==> config.mk <==
export PLATFORM = sky130hd
export DESIGN_NAME = ysyx_23060184_trap_seq
export DESIGN_NICKNAME = d
export VERILOG_FILES = /design/src/rtl/ysyx_23060184_trap_seq.sv
export SDC_FILE = /design/constraint.sdc
export NUM_CORES = 1
export LEC_CHECK = 0
export ABC_AREA = 1
export CAP_MARGIN = 20
export CORE_MARGIN = 8
export CORE_UTILIZATION = 29
export CTS_BUF_LIST = sky130_fd_sc_hd__clkbuf_8
export CTS_CLUSTER_DIAMETER = 200
export DETAILED_ROUTE_END_ITERATION = 6
export SYNTH_ARGS = -nofsm -noshare
export SYNTH_HDL_FRONTEND = slang
export SYNTH_SLANG_ARGS = --single-unit
==> constraint.sdc <==
create_clock -name clk -period 1.9 [get_ports clk]
set_input_delay 0.38 -clock clk [delete_from_list [all_inputs] [get_ports clk]]
set_output_delay 0.38 -clock clk [all_outputs]
set_load 0.01 [all_outputs]
==> src/rtl/ysyx_23060184_trap_seq.sv <==
// Trap/return sequencer: drives CSR side effects for ecall/mret,
// then issues a one-cycle PC redirect to the IFU.
module ysyx_23060184_trap_seq #(
  parameter int DATA_WIDTH     = 32,
  parameter int CSR_ADDR_WIDTH = 10
) (
  input  logic                      clk,
  input  logic                      rstn,
  input  logic                      req_valid,
  output logic                      req_ready,
  input  logic                      req_mret,
  input  logic [DATA_WIDTH-1:0]     req_cause,
  input  logic [DATA_WIDTH-1:0]     req_pc,
  output logic                      csr_wen,
  output logic [CSR_ADDR_WIDTH-1:0] csr_waddr,
  output logic [DATA_WIDTH-1:0]     csr_wdata,
  output logic [CSR_ADDR_WIDTH-1:0] csr_raddr,
  input  logic [DATA_WIDTH-1:0]     csr_rdata,
  output logic                      redirect_valid,
  output logic [DATA_WIDTH-1:0]     redirect_pc,
  output logic                      busy
);

  localparam logic [CSR_ADDR_WIDTH-1:0] MSTATUS =
    CSR_ADDR_WIDTH'(12'h300);
  localparam logic [CSR_ADDR_WIDTH-1:0] MTVEC =
    CSR_ADDR_WIDTH'(12'h305);
  localparam logic [CSR_ADDR_WIDTH-1:0] MEPC =
    CSR_ADDR_WIDTH'(12'h341);
  localparam logic [CSR_ADDR_WIDTH-1:0] MCAUSE =
    CSR_ADDR_WIDTH'(12'h342);

  typedef enum logic [2:0] {
    IDLE, EPC, CAUSE, STAT, VEC, MSTAT, EPCR, RDIR
  } state_t;

  state_t                state;
  logic [DATA_WIDTH-1:0] pc_q;
  logic [DATA_WIDTH-1:0] cause_q;

  function automatic logic [DATA_WIDTH-1:0] trap_status(
    input logic [DATA_WIDTH-1:0] s
  );
    logic [DATA_WIDTH-1:0] r;
    r         = s;
    r[7]      = s[3];
    r[3]      = 1'b0;
    r[12:11]  = 2'b11;
    return r;
  endfunction

  function automatic logic [DATA_WIDTH-1:0] mret_status(
    input logic [DATA_WIDTH-1:0] s
  );
    logic [DATA_WIDTH-1:0] r;
    r         = s;
    r[3]      = s[7];
    r[7]      = 1'b1;
    r[12:11]  = 2'b11;
    return r;
  endfunction

  always_ff @(posedge clk or negedge rstn) begin
    if (!rstn) begin
      state       <= IDLE;
      pc_q        <= '0;
      cause_q     <= '0;
      redirect_pc <= '0;
    end else begin
      unique case (state)
        IDLE: begin
          if (req_valid) begin
            pc_q    <= req_pc;
            cause_q <= req_cause;
            state   <= req_mret ? MSTAT : EPC;
          end
        end
        EPC:   state <= CAUSE;
        CAUSE: state <= STAT;
        STAT:  state <= VEC;
        VEC: begin
          // direct mode only: mode bits are dropped
          redirect_pc <= {csr_rdata[DATA_WIDTH-1:2], 2'b00};
          state       <= RDIR;
        end
        MSTAT: state <= EPCR;
        EPCR: begin
          redirect_pc <= csr_rdata;
          state       <= RDIR;
        end
        RDIR:  state <= IDLE;
        default: state <= IDLE;
      endcase
    end
  end

  // CSR bus decodes straight from state; wdata needs same-cycle rdata
  always_comb begin
    csr_wen   = 1'b0;
    csr_waddr = '0;
    csr_wdata = '0;
    csr_raddr = '0;
    unique case (state)
      EPC: begin
        csr_wen   = 1'b1;
        csr_waddr = MEPC;
        csr_wdata = pc_q;
      end
      CAUSE: begin
        csr_wen   = 1'b1;
        csr_waddr = MCAUSE;
        csr_wdata = cause_q;
      end
      STAT: begin
        csr_raddr = MSTATUS;
        csr_wen   = 1'b1;
        csr_waddr = MSTATUS;
        csr_wdata = trap_status(csr_rdata);
      end
      VEC:  csr_raddr = MTVEC;
      MSTAT: begin
        csr_raddr = MSTATUS;
        csr_wen   = 1'b1;
        csr_waddr = MSTATUS;
        csr_wdata = mret_status(csr_rdata);
      end
      EPCR: csr_raddr = MEPC;
      default: begin
      end
    endcase
  end

  assign req_ready      = (state == IDLE);
  assign busy           = (state != IDLE);
  assign redirect_valid = (state == RDIR);

endmodule

==> impl_metrics.yaml <==
drt:
  route.detailed.drc: 0
  wl_um: 16500
  viasPerCell: 4.30
  dr.pass1.iters: 4
  antenna_left: 0
  drt-initial-drc-count: 194
  detail_route.wl_per_cell_um: 15.9
  vias: 4450
place:
  place_inst: 993
  dpl_cell_area_um2: 6870
  gp_congestion: 0.817
  port_buffers: 177
  dp_hpwl_um: 11700
  pre_cts_slack_ps: -210
sta:
  finalSetupViolations: 37
  rsz0062_at_grt: "yes"
  final_max_slew_viol_count: 0
  max_freq_ghz: 0.486
  hold_viol: 0
  period_share: 1.08
  fin_worst_skew_ps: 5.22
  min_period_ps: 2060
  layout_setup_ws_ps: -157
yosys:
  yosys-top-cells-area: "dfrtp_1 54%, nand2_1 19%, nand3_1 7.0%"
  yosys.area.top_type: "dfrtp_1"
  seq_area_frac_synth: 0.543
  ys_ff_latch: 99
  ys_warn_count: 0
  syn_area_per_cell_um2: 7.75
  synth_area_um2: 4560
  synth.top_cell.area_share: 0.543
  synth_cell_types: 15
  syn_inst: 589
floorplan:
  start_util: 0.291
  coreArea_um2: 15700
  dieArea_um2: 20000
  fp.dieW_um: 141
  num_io_pins: 188
  die_y_um: 141
  num_rows: 46
worst_setup_path:
  critPathCaptureType: "output pin"
  path_max_fanout: 5
  cp.arrival_ps: 1680
  worstSetupStartpointType: "flip-flop"
  worstPathRequired_ps: 1520
  r2r-start: "state[0]"
  critPathKind: "reg -> out"
  worstRegToRegCells: 7
  rr_endpoint: "redirect_pc[30]"
  ff2ff_setup_slack_ps: 410
power:
  power_leakage_nw: 4.08
  peakVddDrop_mv: 0.522
  fin_total_pwr_w: 0.0123
  powerDensity_nw_per_um2: 1580
final_layout:
  nets: 914
  stdcell_count: 1034
  design_area_um2: 7780
  drive_gt1_frac: 0.264
  areaGrowthSynthToFinish_pct: 70.5
  finish.utilization: 0.497
  n_antenna_cell: 0
clocking:
  clk_pin_slew_ps: 90
  cts_max_level: 3
  cts_buffers: 9
  clkLatencyLatePin_ps: 370
  cts-root-buf: "clkbuf_8"
  cts_tree: "yes"
  cts_sinks: 99
  cts_max_path_buffers: 2
run:
  drv_cap: 0
status:
  status: "complete, but fails checks"
  violations: "setup timing"
global_routing:
  grt_pass1_wl_um: 24600
  groute.usage.overall: 0.160
  overflow: 0
  antenna_found_initial: 0
  grt_start_max_net_pins: 58
  grt_pass1_vias: 4428
hold_path:
  worstHoldPathType: "in -> async"
## area by class of cell
class	count	area, um^2
Multi-Input combinational cell	384	2040
Clock buffer	11	151
Clock inverter	4	42.5
Sequential cell	99	2480
Fill cell	1565	7880
Inverter	71	269
Timing Repair Buffer	249	2530
Tap cell	216	270
## kinds of logic (layout without fill, tap and decap cells)
family	count (synthesis)	after routing	share of synthesized area
AND/OR/NAND/NOR	308	308	0.273
buffers and inverters	115	335	0.111
flip-flops	99	99	0.543
AO/OA/AOI/OAI	66	66	0.0727
other	1	10	0.000822
## placed cells by master, fill, tap and decap left out, drive strengths merged
master           n
buf            113
bufinv           1
clkbuf          16
clkdlybuf4s50  130
clkinv           1
conb            10
dfrtp           99
dlygate4sd3      1
inv             73
nand2          234
nand3           64
nand4            1
nor2             9
o21ai           65
o22ai            1
## metrics by stage
| stage | hold slack [ps] | setup TNS [ps] |
|---|---|---|
| 2_1_floorplan | 84.4 | 0 |
| 3_3_place_gp | 262 | -5580 |
| 3_5_place_dp | 260 | -5820 |
| 4_1_cts | 388 | -5070 |
| 5_1_grt | 409 | -7590 |
| 6_report | 411 | -4600 |
## where the power goes
| part | switching [W] | internal [W] | total, W |
|---|---|---|---|
| clock | 0.000730 | 0.000664 | 0.00139 |
| combinational | 0.00361 | 0.00358 | 0.00719 |
| sequential | 0.000614 | 0.00309 | 0.00371 |
## per-layer routing
metal,up-vias,global-route usage,wire (um)
met5,-,0,0
met4,0,0.0537,279
met3,16,0.0339,824
met2,107,0.266,8070
met1,2074,0.203,7280
li1,2253,-,-
## worst max path at each step
stage	start	to	slack, ps
3_3_place_gp	csr_rdata[20]	csr_wdata[20]	-210
4_1_cts	state[2]	csr_wdata[16]	-250
2_1_floorplan	state[2]	csr_raddr[9]	230
3_5_place_dp	state[2]	csr_wdata[0]	-210
6_report	state[0]	csr_wdata[4]	-160
5_1_grt	state[0]	csr_wdata[6]	-230
## repair_timing
action | 4_1_cts | 5_1_grt
gates cloned | 4 | 4
setup endpoints to repair | 46 | 46
hold buffers | 1 | 0
pin swaps | 8 | 19
resized for setup | 220 | 125
setup buffers | 15 | 4
hold endpoints to repair | 12 | 0
## Yosys cell counts
master and n:
nand2_1 234, dfrtp_1 99, inv_1 69, nand3_1 64, o21ai_1 36, o21ai_0 29, buf_2 21, buf_4 13
clkbuf_1 10, nor2_1 7, inv_2 2, nor2_2 2, conb_1 1, nand4_1 1, o22ai_1 1
## registers in the layout, summed over array words and instances (netlist names)
register     count
cause_q         32
pc_q            32
redirect_pc     32
state            3
## critical path: stages, from the launching register on
cell       delay (ps)
dfrtp_2           460
buf_6             130
nor2_4            110
buf_6             110
buf_6             110
clkbuf_16         150
nand2_2            50
nand3_2            70
buf_6             100
(Power assumes the default switching activity.)
==> edit 1 (config.mk and constraints unchanged) <==
Reset style: synchronous (`rstn`), changed in one clocked block.
--- a/src/rtl/ysyx_23060184_trap_seq.sv
+++ b/src/rtl/ysyx_23060184_trap_seq.sv
@@ -60,7 +60,7 @@
     return r;
   endfunction
 
-  always_ff @(posedge clk or negedge rstn) begin
+  always_ff @(posedge clk) begin
     if (!rstn) begin
       state       <= IDLE;
       pc_q        <= '0;
Check against the original RTL: differs if rstn is asserted again (counterexample within 4 cycles, from zero or initial values and one cycle with rstn low); with rstn held inactive, the same outputs for 10 cycles.
==> edit 1 against the original RTL <==
- the flow still finishes with violations (negative setup slack)
- area after synthesis up 0.74%
- design area decreased by 11%
- critical path depth unchanged
- sequential cell count stayed put
- worst setup slack worse by 0.011 ns
- sequential share of layout area fell by 3.1 points
- final cell count increased by 7.6%
- wire length is 5.7% lower
- highest routed layer unchanged
Power is not compared: it rests on default switching activity, and its combinational part moved more than twofold at a synthesized area within 25%.
==> edit 1: results (changes against the original RTL) <==
[status]
run_status=finished with violations  ; unchanged
violations=negative setup slack  ; unchanged

[synthesis]
ys_seq_area_frac=0.431  ; was 0.543
synthTopCellsByArea=dfxtp_1, nand2_1, nor2_1  ; was dfrtp_1, nand2_1, nand3_1
synthFlopType=dfxtp_1  ; was dfrtp_1
synth_area_um2=4600  ; was 4560 µm²
ys_types=18  ; was 15
syn-instance-count=700  ; was 589
synth_common_cells=nand2_1, nor2_1, dfxtp_1, inv_1, o21ai_0  ; was nand2_1, dfrtp_1, inv_1, nand3_1, o21ai_1
async_flop_share=0  ; was 1.00
yosysWarnings=0  ; unchanged

[setup_path]
crit_arrival_ns=1.69
timing.critical_path.slowest_cell_delay_ns=0.38  ; was 0.46 ns
crit_fanout=7  ; was 5
reg2reg_from=state[0]  ; unchanged
cpMaxStageDelayCell=dfxtp_4  ; was dfrtp_2
crit_type=reg -> out  ; unchanged

[timing]
holdWs_ns=0.475  ; was 0.411 ns
setup_violations=32  ; was 37
skew_ns=0.00894  ; was 0.00522 ns
fin_tns_setup_ns=-2.83  ; was -4.60 ns
setup_slack_ns=-0.168  ; was -0.157 ns

[placed_design]
placedInstanceArea_um2=6700  ; was 6870 µm²
gp_congestion=0.820  ; was 0.817
buffer_ports.inserted=177  ; unchanged
dp_cells=1085  ; was 993
post-dp-hpwl_um=11200  ; was 11700 µm

[routing]
first_pass_iters=4  ; unchanged
drt_iter0_drc=227  ; was 194
wl_per_cell_um=13.9  ; was 15.9 µm
drt_wl_total_um=15500  ; was 16500 µm
via_per_inst=4.06  ; was 4.30

[cells_and_area]
nNetsFinal=992  ; was 914
n_fill_cell=1694  ; was 1565
antenna_cells=0  ; unchanged
drive_above_1_share=0.140  ; was 0.264

[global_routing]
grt_antenna_before_repair=0  ; unchanged
grt_pass1_wl_um=23700  ; was 24600 µm
grt_usage=0.152  ; was 0.160
grt_pass1_vias=4314  ; was 4428
grt_max_degree=97  ; was 58

[clock_tree]
clkTransAtPathRegs_ns=0.09  ; about the same
clk_latency_ns=0.38
cts_buffers=9  ; unchanged

[worst_hold_path]
min_path_type=reg -> reg  ; was in -> async
hold_path.startpoint=redirect_pc[0]

[pwr]
ir_drop_mv=0.421
power_density_nw_per_um2=911

[edit 1: cell type report]
cell class | count | share of cell area
repair buffers | 226 | 0.303
flip-flops and latches | 99 | 0.288
well taps | 216 | 0.0391
clock inverters | 7 | 0.0123
clock buffers | 9 | 0.0179
multi-input cells | 483 | 0.300
inverters | 73 | 0.0404
[edit 1: cell families after synthesis]
group / after synthesis / synth area share
buffers and inverters: 127 / 0.141
other: 1 / 0.000816
AOI/OAI and AO/OA: 65 / 0.0876
DFF: 99 / 0.431
and+or+nand+nor: 408 / 0.339
[edit 1: critical path: cells and delay by family (launching register included)]
family,cells,cell delay (ns)
buffers and inverters,4,0.53
DFF,1,0.38
AOI/OAI and AO/OA,1,0.11
and+or+nand+nor,3,0.29
[edit 1: worst paths after layout]
check	to	slack (ns)	cells after the start
setup reg to reg	redirect_pc[6]	0.41	8
setup / recovery	csr_wdata[29]	-0.17	8
hold / removal	redirect_pc[0]	0.48	2
hold reg to reg	redirect_pc[0]	0.48	2
[edit 1: repair_timing]
action / in CTS / in global routing
pin swaps: 2 / 3
gates cloned: 1 / 1
buffers inserted: 9 / 1
resized for setup: 185 / 15
hold buffers: 0 / 0
setup endpoints to repair: 46 / 36
[edit 1: per-layer routing]
layer	wire (µm)	share of wire	track usage	vias to the layer above
li1	-	-	-	2474
met1	7560	0.49	0.207	1936
met2	6960	0.45	0.230	99
met3	760	0.049	0.0309	13
met4	230	0.015	0.0594	0
met5	0	0	0	-
[edit 1: power breakdown]
group	switching, mW	leakage, nW	internal (mW)
Sequential	0.132	0.815	2.38
Clock	0.753	0.112	0.729
Combinational	1.22	2.30	1.08
Total	2.10	3.23	4.19
==> edit 2 (config.mk and constraints unchanged) <==
Made on the original files. `DATA_WIDTH`: 32 -> 36.
--- a/src/rtl/ysyx_23060184_trap_seq.sv
+++ b/src/rtl/ysyx_23060184_trap_seq.sv
@@ -1,7 +1,7 @@
 // Trap/return sequencer: drives CSR side effects for ecall/mret,
 // then issues a one-cycle PC redirect to the IFU.
 module ysyx_23060184_trap_seq #(
-  parameter int DATA_WIDTH     = 32,
+  parameter int DATA_WIDTH     = 36,
   parameter int CSR_ADDR_WIDTH = 10
 ) (
   input  logic                      clk,
Ports: changed (5 resized); port bits go from 188 to 208. No check against the original RTL was run, so the function may have changed too.
==> edit 2 against the original RTL <==
- the run still ends with negative setup slack left
- worst setup slack got worse by 0.074 ns
- wire length is 12% higher
- sequential cell count is 12 higher
- register-to-register slack lost 0.16 ns
- area after synthesis is 14% higher
- utilization is 1.2 points lower
- synthesized cell count rose by 11%
- power up 10%
- design area increased by 11%
- largest power group unchanged
==> edit 2: results (changes against the original RTL) <==
[synthesis]
synth-compound-area-share=0.0714  ; was 0.0727
synth_area_um2=5210  ; was 4560 µm²
yosys_register_bits=111  ; was 99
ys_seq_area_frac=0.533  ; was 0.543
synthTopCellsByArea=dfrtp_1, nand2_1, nand3_1  ; unchanged
synth_common_cells=nand2_1, dfrtp_1, inv_1, nand3_1, o21ai_0  ; was nand2_1, dfrtp_1, inv_1, nand3_1, o21ai_1
synth_top_area_cell=dfrtp_1  ; unchanged

[routing]
wl_per_cell_um=16.2  ; was 15.9 µm
met1_length_um=8350  ; was 7280 µm
drt_iter0_drc=226  ; was 194
first_pass_iters=6  ; was 4
vias=4902  ; was 4450
met2WireLength_um=8690  ; was 8070 µm

[global_routing]
grt_pass1_wl_um=27100  ; was 24600 µm
grt_usage=0.157  ; was 0.160
grt_antenna_before_repair=2  ; was 0
grt.met3_usage=0.0248  ; was 0.0339
met1_usage=0.215  ; was 0.203
grt_max_degree=112  ; was 58
use_met2=0.242  ; was 0.266

[placed_design]
placedInstanceArea_um2=7610  ; was 6870 µm²
buffer_ports.inserted=197  ; was 177
place_ws_ns=-0.242  ; was -0.210 ns
gp_congestion=0.810  ; was 0.817

[timing]
fin_tns_setup_ns=-6.82  ; was -4.60 ns
setup_violations=42  ; was 37
skew_ns=0.0163  ; was 0.00522 ns
setup_slack_ns=-0.231  ; was -0.157 ns

[cells_and_area]
inverters=79  ; was 71
multi_input_area_share=0.262  ; about the same
multi_input_gates=428  ; was 384
drive_above_1_share=0.257  ; was 0.264
antenna_cells=2  ; was 0
clkCellAreaFrac=0.0199  ; was 0.0249
top_regs=cause_q x36, pc_q x36, redirect_pc x36  ; was cause_q x32, pc_q x32, redirect_pc x32
buffer_area_frac=0.327  ; was 0.325
signal_buffers=271  ; was 249
seqCellArea_um2=2780  ; was 2480 µm²
n_fill_cell=1750  ; was 1565
multi_input_area_um2=2260  ; was 2040 µm²

[clock_tree]
ctsResizeCount=264  ; was 220
clkTransAtPathRegs_ns=0.11  ; was 0.09 ns
h-tree-depth=3  ; unchanged
clk_latency_ns=0.39  ; was 0.37 ns

[status]
violations=negative setup slack  ; unchanged
run_status=finished with violations  ; unchanged

[pwr]
ir_drop_mv=0.698  ; was 0.522 mV
p_int_mw=8.02  ; was 7.34 mW
leakage_nw=4.57  ; was 4.08 nW

[setup_path]
timing.critical_path.slowest_cell_delay_ns=0.47
crit_fanout=4  ; was 5
crit_arrival_ns=1.75  ; was 1.68 ns

-- edit 2: cell types whose count changed after synthesis, moves of 7 or more --
| cell | unedited run | this run |
|---|---|---|
| buf_2 | 21 | 13 |
| buf_6 | 0 | 9 |
| dfrtp_1 | 99 | 111 |
| inv_1 | 69 | 77 |
| nand2_1 | 234 | 260 |
| nand3_1 | 64 | 71 |
| o21ai_0 | 29 | 58 |
| o21ai_1 | 36 | 15 |
-- edit 2: worst paths after layout --
| kind | start | endpoint | slack (ns) | cells past startpoint |
|---|---|---|---|---|
| max | state[2] | csr_wdata[21] | -0.23 | 8 |
| min | rstn | redirect_pc[30] | 0.06 | 2 |
| max in group asynchronous | rstn | pc_q[3] | 1.35 | 2 |
| min reg2reg | redirect_pc[2] | redirect_pc[2] | 0.48 | 2 |
| max reg2reg | state[1] | cause_q[2] | 0.25 | 6 |
| min in group clk | redirect_pc[2] | redirect_pc[2] | 0.48 | 2 |
-- edit 2: cell families after synthesis --
family | Yosys count
AND/OR/NAND/NOR | 344
AO/OA/AOI/OAI | 74
buffers and inverters | 126
flip-flops | 111
other | 1
-- edit 2: stage by stage --
stage | std cells | hold slack [ns]
floorplan | 665 | 0.0844
global placement | 1087 | 0.454
detailed placement | 1087 | 0.457
CTS | 1120 | 0.0768
global route | 1136 | 0.107
finish | 1136 | 0.0557
-- edit 2: power groups by stage --
| stage | registers, mW | logic, mW | clock network (mW) |
|---|---|---|---|
| 3_5_place_dp | 4.10 | 6.70 | 0 |
| 3_3_place_gp | 4.07 | 6.64 | 0 |
| 4_1_cts | 4.10 | 7.18 | 1.44 |
| 6_report | 4.19 | 8.01 | 1.35 |
| 2_1_floorplan | 4.17 | 2.97 | 0 |
| 5_1_grt | 4.32 | 8.71 | 1.50 |
